==> config.mk <==
export PLATFORM = sky130hd
export DESIGN_NAME = ff_bank
export DESIGN_NICKNAME = d
export VERILOG_FILES = /design/src/rtl/ff_bank_pkg.sv /design/src/rtl/ff_cell.sv /design/src/rtl/ff_bank.sv
export SDC_FILE = /design/constraint.sdc
export NUM_CORES = 1
export LEC_CHECK = 0
export ABC_AREA = 1
export ABC_CLOCK_PERIOD_IN_PS = 2500
export BUFFER_PORTS_ARGS = -buffer_cell sky130_fd_sc_hd__clkbuf_2
export CORE_MARGIN = 8
export CORE_UTILIZATION = 40
export CTS_CLUSTER_DIAMETER = 80
export DETAILED_ROUTE_END_ITERATION = 10
export PLACE_DENSITY = 0.67
export SYNTH_ARGS = -nofsm -noshare
export SYNTH_HDL_FRONTEND = slang
export SYNTH_SLANG_ARGS = --single-unit
export TNS_END_PERCENT = 5
==> constraint.sdc <==
create_clock -name clk -period 2.5 [get_ports clk]
set_input_delay 0.25 -clock clk [delete_from_list [all_inputs] [get_ports clk]]
set_output_delay 0.25 -clock clk [all_outputs]
set_load 0.005 [all_outputs]
==> src/rtl/ff_bank_pkg.sv <==
// Shared types and the per-bit next-state function for the ff_bank storage bank.
package ff_bank_pkg;

   typedef enum logic [1:0] {
      MODE_D  = 2'b00,
      MODE_T  = 2'b01,
      MODE_SR = 2'b10,
      MODE_JK = 2'b11
   } mode_t;

   // SR illegal (S=R=1) holds; JK turns that same combination into a toggle.
   function automatic logic next_q(input mode_t mode, input logic q,
                                   input logic a, input logic b);
      logic nq;
      nq = q;
      case (mode)
         MODE_D:  nq = a;
         MODE_T:  nq = q ^ a;
         MODE_SR: begin
            case ({a, b})
               2'b10:   nq = 1'b1;
               2'b01:   nq = 1'b0;
               default: nq = q;
            endcase
         end
         MODE_JK: begin
            case ({a, b})
               2'b11:   nq = ~q;
               2'b10:   nq = 1'b1;
               2'b01:   nq = 1'b0;
               default: nq = q;
            endcase
         end
         default: nq = q;
      endcase
      return nq;
   endfunction

endpackage

==> src/rtl/ff_cell.sv <==
// One storage bit with selectable D/T/SR/JK behaviour, clock enable and sync clear.
module ff_cell
   import ff_bank_pkg::*;
#(
   parameter logic RESET_BIT = 1'b0
) (
   input  logic  clk,
   input  logic  rst,
   input  mode_t mode,
   input  logic  a,
   input  logic  b,
   input  logic  en,
   input  logic  clr,
   output logic  q,
   output logic  illegal
);

   logic q_q;
   logic q_d;

   always_comb begin
      q_d = q_q;
      if (clr) begin
         q_d = RESET_BIT;
      end else if (en) begin
         q_d = next_q(mode, q_q, a, b);
      end
   end

   always_ff @(posedge clk or negedge rst) begin
      if (!rst) begin
         q_q <= RESET_BIT;
      end else begin
         q_q <= q_d;
      end
   end

   // Only an update that would actually apply SR semantics can be illegal.
   assign illegal = en & ~clr & (mode == MODE_SR) & a & b;
   assign q       = q_q;

endmodule

==> src/rtl/ff_bank.sv <==
// Bank of WIDTH flip-flops sharing a registered mode, plus sticky SR-illegal flags and count.
module ff_bank
   import ff_bank_pkg::*;
#(
   parameter int               WIDTH     = 8,
   parameter logic [WIDTH-1:0] RESET_VAL = '0,
   parameter int               ERR_CW    = 8
) (
   input  logic              clk,
   input  logic              rst,
   input  logic              mode_ld,
   input  logic [1:0]        mode_in,
   input  logic              en,
   input  logic              clr,
   input  logic [WIDTH-1:0]  a,
   input  logic [WIDTH-1:0]  b,
   input  logic              err_clr,
   output logic [1:0]        mode,
   output logic [WIDTH-1:0]  q,
   output logic [WIDTH-1:0]  qn,
   output logic [WIDTH-1:0]  err_flag,
   output logic [ERR_CW-1:0] err_cnt
);

   mode_t             mode_q;
   mode_t             mode_d;
   logic [WIDTH-1:0]  err_flag_q;
   logic [WIDTH-1:0]  err_flag_d;
   logic [ERR_CW-1:0] err_cnt_q;
   logic [ERR_CW-1:0] err_cnt_d;
   logic [WIDTH-1:0]  ill_vec;

   // Cells see mode_q, so a mode load takes effect one edge later.
   for (genvar i = 0; i < WIDTH; i++) begin : g_cell
      ff_cell #(
         .RESET_BIT (RESET_VAL[i])
      ) u_cell (
         .clk     (clk),
         .rst     (rst),
         .mode    (mode_q),
         .a       (a[i]),
         .b       (b[i]),
         .en      (en),
         .clr     (clr),
         .q       (q[i]),
         .illegal (ill_vec[i])
      );
   end

   always_comb begin
      mode_d     = mode_q;
      err_flag_d = err_flag_q;
      err_cnt_d  = err_cnt_q;
      if (mode_ld) begin
         mode_d = mode_t'(mode_in);
      end
      // Clearing wins over a coincident illegal event.
      if (err_clr) begin
         err_flag_d = '0;
         err_cnt_d  = '0;
      end else begin
         err_flag_d = err_flag_q | ill_vec;
         if ((|ill_vec) && (err_cnt_q != {ERR_CW{1'b1}})) begin
            err_cnt_d = err_cnt_q + ERR_CW'(1);
         end
      end
   end

   always_ff @(posedge clk or negedge rst) begin
      if (!rst) begin
         mode_q     <= MODE_D;
         err_flag_q <= '0;
         err_cnt_q  <= '0;
      end else begin
         mode_q     <= mode_d;
         err_flag_q <= err_flag_d;
         err_cnt_q  <= err_cnt_d;
      end
   end

   assign mode     = mode_q;
   assign qn       = ~q;
   assign err_flag = err_flag_q;
   assign err_cnt  = err_cnt_q;

endmodule

==> impl_metrics.csv, run 1 <==
group,metric,value,unit
synthesis,ys_seq_area_frac,0.292,
timing,slew_headroom,0.543,
timing,worstMarginPinSlew,0.683,ns
grt,grt_use_met1,0.186,
grt,grt_pass1_vias,2108,
route,routed_wl,5640,µm
synthesis,synth_edf_count,0,
synthesis,synthArstFlopShare,1.00,
worst_setup_path,crit-reg2reg-launch,"mode[0]",
run_status,violations,"negative hold slack",
grt,grt-ovfl-total,0,
route,drc,0,
synthesis,synth_top_area_share,0.292,
clocking,clock_sinks,26,
grt,track_usage,0.140,
clocking,numCtsBuffers,3,
synthesis,syn-num-nets,360,
pwr,ir_drop,0.202,mV
synthesis,synth_cells,311,
grt,busiest_layer,"met2",
clocking,clk_path_buf_depth,2,
run_status,status,"complete, but fails checks",
grt,grt_max_degree,27,
timing,setup_slack,0.587,ns
place,place_congestion,0.829,
synthesis,synth_area,2230,µm²
finish,fin_nets,411,
route,antenna_left,0,
pwr,powerDensity,407,nW/µm²
grt,grtUsageMet2,0.222,
synthesis,synth_flop_cell,"dfrtp_1",
floorplan,row_count,27,
clocking,cts_resized,0,
clocking,cts_tree,"done",
grt,grtUsageMet3,0.0216,
timing,finalClockSkew,0.00287,ns
grt,grt_pass1_wl,9740,µm
synthesis,synthTopCellsByCount,"nand2_1, inv_1, nand3_1",
route,vias_per_cell,5.04,
worst_setup_path,critPathMaxFanout,13,
route,wl_per_cell,13.1,µm
grt,antenna_found_initial,0,
clocking,post-cts-setup-buffers,0,
worst_setup_path,required,2.71,ns
finish,syn_to_final_growth,15.3,%
worst_setup_path,rrSetupSlack,0.59,ns
clocking,clkLatencyLatePin,0.27,ns
worst_setup_path,start_kind,"flip-flop",
finish,instances_no_fill,432,
hold_path,hold_path_class,"in2async",
place,numPortBuffers,57,
worst_setup_path,crit_arrival,2.13,ns
synthesis,synth_area_leaders,"dfrtp_1, ha_1, nand2_1",
timing,rsz0062_at_grt,"false",
flow_run,drv_cap,0,
floorplan,dieArea,8210,µm²
timing,final_max_slew_viol_count,0,
place,dp_slack,0.618,ns
synthesis,synth_cell_types,24,
finish,fillers,559,
timing,hold_slack,-0.00230,ns
synthesis,yosysTopAreaCell,"dfrtp_1",
place,placed_cells,429,
clocking,clk_pin_slew,0.09,ns
worst_setup_path,critPathKind,"reg2reg",
route,drtIter0Drc,126,
timing,finalCriticalPeriod,1.91,ns
worst_setup_path,r2r_end,"g_cell[0].u_cell.q",
timing,final.setup.tns,0,ns
timing,setup_viol,0,
timing,hold_viol_final,3,
floorplan,die_h,90.6,µm
worst_setup_path,endpoint_kind,"flip-flop",
synthesis,yosysWarnings,0,
floorplan,io_pins,58,
clocking,cts_max_level,1,
floorplan,die_x,90.6,µm
worst_setup_path,worstRegToRegCells,8,
synthesis,synth_area_per_cell,7.16,µm²
timing,timing.fmax,523,MHz
clocking,cts_root_buf,"clkbuf_8",
route,drtPass1Iterations,6,
route,num_vias,2176,
finish,drive_gt1_frac,0.203,
place,dpl.hpwl,4360,µm
clocking,hold_buffers,0,
timing,post-route-period-util,0.765,
floorplan,core_area,5440,µm²
synthesis,ys_seq_elements,26,
floorplan,start_util,0.409,
finish,diodes,0,
pwr,p_leak,1.46,nW
synthesis,synth.most_common_cell,"nand2_1",
how the worst max path moves through the flow:
| stage | cells after the start | end | slack (ns) | startpoint |
|---|---|---|---|---|
| 2_1_floorplan | 7 | err_cnt[6] | 1.04 | err_cnt[0] |
| 3_3_place_gp | 6 | g_cell[2].u_cell.q | 0.68 | mode[0] |
| 3_5_place_dp | 8 | g_cell[0].u_cell.q | 0.62 | mode[0] |
| 4_1_cts | 8 | g_cell[0].u_cell.q | 0.60 | mode[0] |
| 5_1_grt | 8 | g_cell[0].u_cell.q | 0.43 | mode[0] |
| 6_report | 8 | g_cell[0].u_cell.q | 0.59 | mode[0] |
registers in the layout, summed over array words and instances, names as in the netlist:
name	count
err_cnt	8
err_flag	8
g_cell.u_cell.q	8
mode	2
through the flow:
| stage | total power, mW | util | area (µm²) | hold slack (ns) |
|---|---|---|---|---|
| after floorplan | 0.702 | - | 2230 | -0.0456 |
| after global placement | 0.811 | 0.464 | 2530 | 0.322 |
| after detailed placement | 0.814 | 0.464 | 2530 | 0.318 |
| after CTS | 1.06 | 0.472 | 2570 | 0.0148 |
| after global routing | 1.12 | 0.472 | 2570 | 0.0492 |
| final | 1.04 | 0.472 | 2570 | -0.00230 |
metal layers:
layer	share of wire	vias up
met1	0.48	964
met2	0.44	92
li1	-	1116
met5	0	-
met3	0.070	4
met4	0.010	0
power by group:
group	total, mW	internal [mW]	switching, mW	leakage [nW]
clock	0.239	0.108	0.131	0.0216
combinational	0.315	0.124	0.191	1.09
sequential	0.491	0.447	0.0435	0.349
total	1.04	0.679	0.365	1.46
cells in the final DEF, fill, tap and decap left out, types with 3 or more instances in the layout:
cell,n
or2_2,3
nand4_1,8
dfrtp_1,26
clkbuf_2,57
nand3b_1,7
clkbuf_8,3
nor3_1,6
o2111ai_1,6
inv_1,47
o21ai_0,9
nand3_1,38
nor2_1,9
xor2_1,5
nand2_1,73
a21oi_1,26
ha_1,25
nor2_2,3
logic make-up after synthesis:
| logic type | share of synthesized area |
|---|---|
| buf+inv | 0.116 |
| flops | 0.292 |
| fa+ha+maj | 0.141 |
| xor+xnor | 0.0197 |
| simple gates | 0.323 |
| compound gates | 0.108 |
layout make-up:
type | instances | area (µm²) | share of cell area
Clock buffer | 3 | 41.3 | 0.0161
Inverter | 49 | 184 | 0.0716
Multi-Input combinational cell | 225 | 1320 | 0.513
Sequential cell | 26 | 651 | 0.253
Tap cell | 72 | 90.1 | 0.0351
Timing Repair Buffer | 57 | 285 | 0.111
critical path: stages (launching register included):
cell     delay [ns]
dfrtp_1        0.68
inv_1          0.15
nor2_1         0.56
nand3_1        0.14
nand3_1        0.12
a21oi_1        0.06
inv_1          0.06
nand2_1        0.04
nand2_1        0.05
Note: power is estimated with default switching activity, not from simulation.
==> run 2, diff against run 1 <==
--- a/config.mk
+++ b/config.mk
@@ -6,13 +6,13 @@
 export NUM_CORES = 1
 export LEC_CHECK = 0
 export ABC_AREA = 1
-export ABC_CLOCK_PERIOD_IN_PS = 2500
+export ABC_CLOCK_PERIOD_IN_PS = 1600
 export BUFFER_PORTS_ARGS = -buffer_cell sky130_fd_sc_hd__clkbuf_2
 export CORE_MARGIN = 8
 export CORE_UTILIZATION = 40
 export CTS_CLUSTER_DIAMETER = 80
 export DETAILED_ROUTE_END_ITERATION = 10
-export PLACE_DENSITY = 0.67
+export PLACE_DENSITY = 0.7
 export SYNTH_ARGS = -nofsm -noshare
 export SYNTH_HDL_FRONTEND = slang
 export SYNTH_SLANG_ARGS = --single-unit
==> constraint.sdc (replaced) <==
create_clock -name clk -period 1.6 [get_ports clk]
set_input_delay 0.16 -clock clk [delete_from_list [all_inputs] [get_ports clk]]
set_output_delay 0.16 -clock clk [all_outputs]
set_load 0.005 [all_outputs]
==> run 2 against run 1 <==
Net effect:
- the run now ends clean
- fmax grew 30%
- clock skew about the same
- register-to-register slack worse by 0.46 ns
- first-iteration DRC count is 37% higher
- clock power grew 140%
- hold slack better by 0.080 ns
- critical path type unchanged
==> impl_metrics.csv, run 2 (same netlist as run 1, synthesis figures left out) <==
group,metric,value,unit
run_status,status,"complete, no violations",
worst_setup_path,start_kind,"flip-flop",
route,drtPass1Iterations,4,
worst_setup_path,critPathTopFamily,"simple AND/OR/NAND/NOR gates",
worst_setup_path,critPathKind,"reg2reg",
clocking,clk_path_buf_depth,2,
grt,grt_max_degree,27,
timing,final_max_slew_viol_count,0,
route,vias_per_cell,4.98,
clocking,clock_sinks,26,
floorplan,row_count,27,
worst_setup_path,slowest_delay,0.37,ns
route,drc,0,
place,numPortBuffers,57,
worst_setup_path,cp_common_cell,"nand3_1",
worst_setup_path,worstRegToRegCells,8,
clocking,post-cts-setup-buffers,0,
floorplan,io_pins,58,
worst_setup_path,cp_num_buf_inv,1,
clocking,cts_max_level,1,
timing,worstMarginPinSlew,0.712,ns
finish,mostFrequentLayoutCell,"nand2_1",
hold_path,hold_path_class,"in2reg",
timing,finalClockSkew,0.00294,ns
clocking,cts_root_buf,"clkbuf_8",
pwr,ir_drop,0.336,mV
route,wl_per_cell,13.2,µm
grt,antenna_found_initial,0,
clocking,clkLatencyLatePin,0.28,ns
floorplan,die_h,90.6,µm
timing,post-route-period-util,0.919,
timing,hold_slack,0.0780,ns
route,antenna_left,0,
route,num_vias,2214,
route,routed_wl,5890,µm
worst_setup_path,endpoint_kind,"flip-flop",
pwr,powerDensity,687,nW/µm²
clocking,cts_tree,"done",
finish,instances_no_fill,445,
finish,fin_util,0.495,
place,dp_slack,0.146,ns
worst_setup_path,path_cells,"ha_1 -> nand3_1 -> nor2_1 -> nand3_1 -> buf_4 -> nand2_4 -> nand3_1 -> nand2_1",
clocking,numCtsBuffers,3,
grt,track_usage,0.143,
worst_setup_path,slowest_stage,"dfrtp_1",
finish,mostFrequentLayoutCells,"nand2_1, clkbuf_2, inv_1, nand3_1, a21oi_1",
finish,diodes,0,
flow_run,drv_cap,0,
floorplan,start_util,0.409,
worst_setup_path,critPathMaxFanout,8,
grt,grt_pass1_wl,9850,µm
grt,grt_pass1_vias,2085,
clocking,clk_pin_slew,0.10,ns
timing,slew_headroom,0.525,
worst_setup_path,crit-reg2reg-launch,"err_cnt[0]",
timing,setup_slack,0.130,ns
finish,drive_gt1_frac,0.231,
timing,rsz0062_at_grt,"false",
worst_setup_path,cp-startpoint,"err_cnt[0]",
place,dpl.hpwl,4680,µm
timing,hold_viol_final,0,
worst_setup_path,crit_path_end,"err_cnt[7]",
worst_setup_path,rrSetupSlack,0.13,ns
route,drtIter0Drc,172,
worst_setup_path,r2r_end,"err_cnt[7]",
floorplan,die_x,90.6,µm
finish,syn_to_final_growth,20.9,%
grt,grt-ovfl-total,0,
worst_setup_path,crit_cells,8,
timing,timing.fmax,680,MHz
finish,fin_nets,423,
timing,setup_viol,0,
worst_setup_path,crit_arrival,1.69,ns
pwr,p_leak,1.53,nW
place,place_congestion,0.831,
timing,final.setup.tns,0,ns
place,placed_cells,440,
floorplan,dieArea,8210,µm²
floorplan,core_area,5440,µm²
worst_setup_path,required,1.82,ns
timing,finalCriticalPeriod,1.47,ns
==> run 2: cell count changes in the layout (fill, tap and decap cells not counted), sizes merged <==
cell and delta:
dlygate4sd3 +1, buf +11, bufinv +1
==> run 2: tightest hold or removal path, stage by stage <==
cell and delay [ns]:
clkbuf_2 0.07, nand2_1 0.04, o21ai_0 0.06
==> run 2: layout make-up <==
class | count | area (µm²)
Tap cell | 72 | 90.1
Fill cell | 548 | 2750
Clock inverter | 1 | 30.0
Multi-Input combinational cell | 225 | 1320
Inverter | 49 | 184
Timing Repair Buffer | 69 | 378
Clock buffer | 3 | 41.3
Sequential cell | 26 | 652
==> run 2: routing by layer <==
layer,share of wire,global-route usage,vias up
met5,0,0,-
met1,0.47,0.189,1003
met3,0.077,0.0341,4
met4,0.0097,0.0416,0
li1,-,-,1145
met2,0.44,0.224,62
==> run 2: power by group <==
part           internal (mW)  switching [mW]
clock                  0.335           0.234
combinational          0.212           0.315
sequential             0.699          0.0539
==> run 2: stage by stage <==
stage	cell area [µm²]	power, mW
after floorplan	2230	1.10
after global placement	2610	1.28
after detailed placement	2610	1.29
after CTS	2690	1.86
after global routing	2690	1.96
final	2690	1.85
==> run 2: worst min-delay path by stage <==
stage                from            endpoint  slack [ns]  cells past startpoint
6_report       mode_in[0]             mode[0]        0.08                      3
5_1_grt        mode_in[0]             mode[0]        0.09                      3
4_1_cts        mode_in[0]             mode[0]        0.08                      3
3_5_place_dp          rst  g_cell[5].u_cell.q        0.25                      1
3_3_place_gp          rst  g_cell[7].u_cell.q        0.24                      1
2_1_floorplan         rst          err_cnt[0]       -0.14                      0
==> run 2: what timing repair did <==
item | CTS | global route
resized for setup | 0 | 1
hold buffers | 1 | 0
endpoints found under the setup margin | 0 | 1
hold endpoints to repair | 26 | 0
